## src/rtl/clock_set_ctrl.sv

```systemverilog
// clock_set_ctrl: minute tick prescaler and two-button HH:MM edit FSM for the BCD time counter.
// Define AUTO_REPEAT_EN to auto-repeat increments while btn_inc is held in an edit state.
module clock_set_ctrl #(
  parameter int TICKS_PER_MIN = 60,
  parameter int EDIT_TIMEOUT  = 600,
  parameter int BLINK_DIV     = 8,
  parameter int REPEAT_DLY    = 16,
  parameter int REPEAT_RATE   = 4
) (
  input  logic       clk,
  input  logic       rst,
  input  logic       btn_mode,
  input  logic       btn_inc,
  input  logic [3:0] cur_hourst,
  input  logic [3:0] cur_hoursu,
  input  logic [3:0] cur_mint,
  input  logic [3:0] cur_minu,
  output logic       tick,
  output logic       load,
  output logic [3:0] set_hourst,
  output logic [3:0] set_hoursu,
  output logic [3:0] set_mint,
  output logic [3:0] set_minu,
  output logic [1:0] edit_field,
  output logic       blink
);
`ifdef AUTO_REPEAT_EN
  localparam bit REP_EN = 1'b1;
`else
  localparam bit REP_EN = 1'b0;
`endif
  localparam int PW = $clog2(TICKS_PER_MIN);
  localparam int IW = $clog2(EDIT_TIMEOUT + 1);
  localparam int BW = $clog2(BLINK_DIV + 1);
  localparam int RW = $clog2(REPEAT_DLY + 1);
  // Encoding makes edit_field equal the state outside COMMIT and lets mode advance by +1.
  typedef enum logic [1:0] {RUN = 2'b00, EDIT_HR = 2'b01, EDIT_MIN = 2'b10, COMMIT = 2'b11} state_t;
  state_t state_q, state_d;
  logic mode_q, inc_q;
  logic [15:0] sh_q, sh_d, set_q, set_d;
  logic [PW-1:0] cnt_q, cnt_d;
  logic [IW-1:0] idle_q, idle_d;
  logic [BW-1:0] bcnt_q, bcnt_d;
  logic [RW-1:0] rcnt_q, rcnt_d;
  logic tick_q, tick_d, load_q, load_d, blink_q, blink_d;
  logic [1:0] ef_q, ef_d;
  logic press_mode, press_inc, rep, bump, any_press, edit, edit_d, stay, wrap, bwrap, timeout;

  function automatic logic [7:0] inc_hr(input logic [7:0] h);
    return (h[7:4] > 4'd2 || (h[7:4] == 4'd2 && h[3:0] >= 4'd3)) ? 8'h00 :
           (h[3:0] >= 4'd9) ? {h[7:4] + 4'd1, 4'd0} : {h[7:4], h[3:0] + 4'd1};
  endfunction

  function automatic logic [7:0] inc_min(input logic [7:0] m);
    return (m[7:4] > 4'd5 || (m[7:4] == 4'd5 && m[3:0] >= 4'd9)) ? 8'h00 :
           (m[3:0] >= 4'd9) ? {m[7:4] + 4'd1, 4'd0} : {m[7:4], m[3:0] + 4'd1};
  endfunction

  always_comb begin
    press_mode = btn_mode & ~mode_q;
    press_inc  = btn_inc & ~inc_q;
    edit       = state_q == EDIT_HR || state_q == EDIT_MIN;
    rep        = REP_EN && edit && btn_inc && !press_inc && rcnt_q == RW'(REPEAT_DLY);
    bump       = (press_inc | rep) & ~press_mode;
    any_press  = press_mode | press_inc | rep;
    timeout    = edit && !any_press && idle_q == IW'(EDIT_TIMEOUT - 1);
    state_d    = (state_q == COMMIT || timeout) ? RUN :
                 press_mode ? state_t'(state_q + 2'd1) : state_q;
    stay       = state_d == state_q;
    edit_d     = state_d == EDIT_HR || state_d == EDIT_MIN;
    wrap       = cnt_q == PW'(TICKS_PER_MIN - 1);
    bwrap      = bcnt_q == BW'(BLINK_DIV - 1);
    sh_d       = (state_q == RUN && press_mode) ? {cur_hourst, cur_hoursu, cur_mint, cur_minu} :
                 (bump && state_q == EDIT_HR) ? {inc_hr(sh_q[15:8]), sh_q[7:0]} :
                 (bump && state_q == EDIT_MIN) ? {sh_q[15:8], inc_min(sh_q[7:0])} : sh_q;
    cnt_d      = (state_q == RUN && stay) ? (wrap ? '0 : cnt_q + 1'b1) : '0;
    tick_d     = state_q == RUN && stay && wrap;
    idle_d     = (edit && stay && !any_press) ? idle_q + 1'b1 : '0;
    bcnt_d     = (edit_d && stay && !bwrap) ? bcnt_q + 1'b1 : '0;
    blink_d    = !edit_d ? 1'b0 : !stay ? 1'b1 : bwrap ? ~blink_q : blink_q;
    // A repeat reloads the counter so the next one lands REPEAT_RATE cycles later.
    rcnt_d     = !(REP_EN && edit && stay && btn_inc) ? '0 :
                 press_inc ? RW'(1) :
                 rep ? RW'(REPEAT_DLY - REPEAT_RATE + 1) :
                 (rcnt_q != '0) ? rcnt_q + 1'b1 : '0;
    load_d     = state_d == COMMIT;
    set_d      = load_d ? sh_q : set_q;
    ef_d       = (state_d == COMMIT) ? 2'b00 : state_d;
  end

  always_ff @(posedge clk or posedge rst) begin
    if (rst) begin
      state_q <= RUN;
      mode_q  <= 1'b1;
      inc_q   <= 1'b1;
      sh_q    <= '0;
      set_q   <= '0;
      cnt_q   <= '0;
      idle_q  <= '0;
      bcnt_q  <= '0;
      rcnt_q  <= '0;
      tick_q  <= 1'b0;
      load_q  <= 1'b0;
      blink_q <= 1'b0;
      ef_q    <= 2'b00;
    end else begin
      state_q <= state_d;
      mode_q  <= btn_mode;
      inc_q   <= btn_inc;
      sh_q    <= sh_d;
      set_q   <= set_d;
      cnt_q   <= cnt_d;
      idle_q  <= idle_d;
      bcnt_q  <= bcnt_d;
      rcnt_q  <= rcnt_d;
      tick_q  <= tick_d;
      load_q  <= load_d;
      blink_q <= blink_d;
      ef_q    <= ef_d;
    end
  end

  assign tick       = tick_q;
  assign load       = load_q;
  assign blink      = blink_q;
  assign edit_field = ef_q;
  assign {set_hourst, set_hoursu, set_mint, set_minu} = set_q;
endmodule

```

## config.mk

```make
export PLATFORM = sky130hd
export DESIGN_NAME = clock_set_ctrl
export DESIGN_NICKNAME = d
export VERILOG_FILES = /design/src/rtl/clock_set_ctrl.sv
export SDC_FILE = /design/constraint.sdc
export NUM_CORES = 1
export LEC_CHECK = 0
export ABC_AREA = 1
export BUFFER_PORTS_ARGS = -buffer_cell sky130_fd_sc_hd__buf_2
export CORE_ASPECT_RATIO = 0.6
export CORE_UTILIZATION = 52
export CTS_CLUSTER_DIAMETER = 100
export DETAILED_ROUTE_END_ITERATION = 16
export PLACE_DENSITY = 0.74
export SETUP_SLACK_MARGIN = 0.2
export SLEW_MARGIN = 20
export SYNTH_ARGS = -nofsm -noshare
export SYNTH_HDL_FRONTEND = slang
export SYNTH_SLANG_ARGS = --single-unit
```

## constraint.sdc

```tcl
create_clock -name clk -period 2.3 [get_ports clk]
set_input_delay 0.69 -clock clk [delete_from_list [all_inputs] [get_ports clk]]
set_output_delay 0.69 -clock clk [all_outputs]
set_load 0.01 [all_outputs]
```

==> results.txt <==
met2 usage - 30.97%
Slew @ Worst Pin - 0.4808 ns
synthesized area - 3125 um2
Final Max Slew Viols - 0
max cap viols - 0
Chip Width - 102.1 um
Min Clock Period, post-route - 2.052 ns
gp weighted congestion - 0.7977
Max Freq - 487.4 MHz
peak supply drop - 0.0006256 V
Setup CP Type - flop to flop
Cells after Synth - 343
IO Pins - 41
final period utilization - 89.21%
pwr dens - 1282 nW/um2
DR vias - 2410
Avg Inst Size Synth - 9.112 um2
RSZ-0062 raised after global routing - no
Synth area leader - dfrtp_1
CTS Sinks - 61
Worst-path clk slew - 0.07 ns
final hold violation count - 0
CTS tree - done
initial antenna violation count - 0
Post-Synthesis Net Count - 384
status - complete, no violations
leakage power - 1.910 nW
Power, Total - 4.933 mW
# setup viols final - 0
DR iter-0 viols - 125
Longest Clk Path Bufs - 2
Synth async-reset ratio - 100.0%
worst min path class - input pin to async pin
final core occ - 67.79%
layout cells sized above 1 - 25.74%
insertion delay to the later sink of the worst-skew pair - 0.34 ns
GR Overflow Total - 0
critical path capture point type - flop
Clock Skew - 0.006425 ns
Placed Area - 3501 um2
first-pass GRT wire length - 10030 um
wire length per cell - 13.45 um
required time of the critical path - 2.52 ns
CORE AREA - 5675 um2
number of synthesized flops with an enable pin - 0
Synth cell types - 30
post-synthesis sequential area ratio - 48.92%
final WL - 6564 um
Final ANT Viol Nets - 0
die height - 62.06 um
register-to-register path setup slack - 0.25 ns
nets - 444
met3 usage - 7.383%
# diodes - 0
top post-synthesis cells by area - dfrtp_1 47%, ha_1 8.4%, nand2_1 7.1%
Vias per Instance - 4.939
starting density of the core - 55.07%
setup TNS - 0 ns
global route hottest layer - met1
CTS Buf Count - 9
relative slew slack - 67.73%
FILL cells - 448
dpl hpwl - 4302 um
# H-tree levels - 3
hold_buf cts - 0
top_reg_cell synth - dfrtp_1
Worst Path Max Fanout - 14
Pre-antenna DRT Iters - 4
warnings from Yosys - 0
post-synth top area share - 47.24%
FF+latch count, synth - 61
vias in the first global route - 2091
met1 global-route usage - 31.76%
arrival time at the worst endpoint - 2.28 ns
largest net degree at the start of global routing - 62
area delta synth->final - 23.10%
Total GRT Usage - 21.66%
row count - 21
I/O Buffers - 40
Remaining DRCs - 0
die area - 6335 um2
crit start category - flop
Clock Tree Root - clkbuf_8
design area - 3847 um2
## per-layer routing
layer  vias up  part of all wire [%]
li1       1222                     -
met1      1132                    53
met2        52                    42
met3         4                   4.1
met4         0                  0.78
met5         -                     0
## layout make-up
| type | instances | area, um2 | area share (%) |
|---|---|---|---|
| multi-input cells | 236 | 1491 | 38.76 |
| well taps | 80 | 100.1 | 2.602 |
| clock inverters | 6 | 86.33 | 2.244 |
| flip-flops and latches | 61 | 1530 | 39.77 |
| clock buffers | 10 | 137.6 | 3.577 |
| inverters | 42 | 161.4 | 4.195 |
| repair buffers | 53 | 340.3 | 8.846 |
## per-stage QoR
| stage | setup WS [ns] | hold WS, ns | std cells |
|---|---|---|---|
| 2_1_floorplan | 0.2082 | 0.4303 | 343 |
| 3_3_place_gp | 0.05914 | 0.4490 | 466 |
| 3_5_place_dp | 0.01218 | 0.4475 | 466 |
| 4_1_cts | 0.2161 | 0.4358 | 484 |
| 5_1_grt | 0.1639 | 0.4314 | 488 |
| 6_report | 0.2481 | 0.4276 | 488 |
## sequential cells by signal, summed over array words and instances, names as in the netlist
name / cells
set_q: 16
sh_q: 16
idle_q: 10
cnt_q: 6
bcnt_q: 4
edit_field: 2
state_q: 2
blink: 1
inc_q: 1
load: 1
mode_q: 1
tick: 1
## repair_timing
item                       in CTS  in global routing
pin swaps                       0                  6
gates resized for setup         2                 11
setup endpoints to repair       9                  9
setup buffers                   2                  3
gates cloned                    0                  1
## placed cells by master (no fill, tap or decap), drive strengths merged
cell type,instances
a21oi,19
a22oi,4
buf,52
bufinv,2
clkbuf,11
clkinv,4
clkinvlp,2
dfrtp,59
dfstp,2
ha,21
inv,40
mux2,5
nand2,64
nand3,29
nand4,3
nor2,53
nor3,2
nor4,2
o211ai,5
o21ai,6
o21bai,2
or2,1
xnor2,7
xor2,13
## final timing paths
check                                          start                    end  depth (start not counted)
worst max-delay path            state_q[1]$_DFF_PP0_  set_q[13]$_DFFE_PP0P_                          9
worst min-delay path                             rst  set_q[11]$_DFFE_PP0P_                          3
worst max register to register  state_q[1]$_DFF_PP0_  set_q[13]$_DFFE_PP0P_                          9
worst min register to register   bcnt_q[0]$_DFF_PP0_    bcnt_q[0]$_DFF_PP0_                          1
max in group asynchronous                        rst       mode_q$_DFF_PP1_                          3
min in group clk                             btn_inc        inc_q$_DFF_PP1_                          1
## Yosys cell counts, types with 3 or more instances
library cell   n
a21oi_1       18
a22oi_1        4
clkbuf_1       4
dfrtp_1       59
ha_1          21
inv_1         41
mux2_2         5
nand2_1       59
nand2_2        3
nand3_1       24
nand3_2        3
nand4_1        3
nor2_1        50
o211ai_1       5
o21ai_0        3
xnor2_1        7
xor2_1        13
## logic make-up after synthesis
kind of cell	after synthesis	synth area share (%)
xor+xnor	20	5.605
fa+ha+maj	21	8.407
buf+inv	46	5.524
mux	5	1.801
simple gates	154	22.62
compound gates	36	7.126
flops	61	48.92
## power by group
| part | switching, mW | internal (mW) | total (mW) |
|---|---|---|---|
| sequential | 0.259 | 1.42 | 1.68 |
| clock | 0.424 | 0.637 | 1.06 |
| combinational | 1.27 | 0.915 | 2.19 |
## worst max-delay path, stage by stage, from the launching register on
cell and delay, ns:
dfrtp_1 0.37, inv_2 0.07, ha_4 0.27, nor2_1 0.04
a21oi_1 0.20, nand3_2 0.10, inv_1 0.18, ha_4 0.21
buf_12 0.15, mux2_2 0.33
Power figures use the tool's default switching activity.
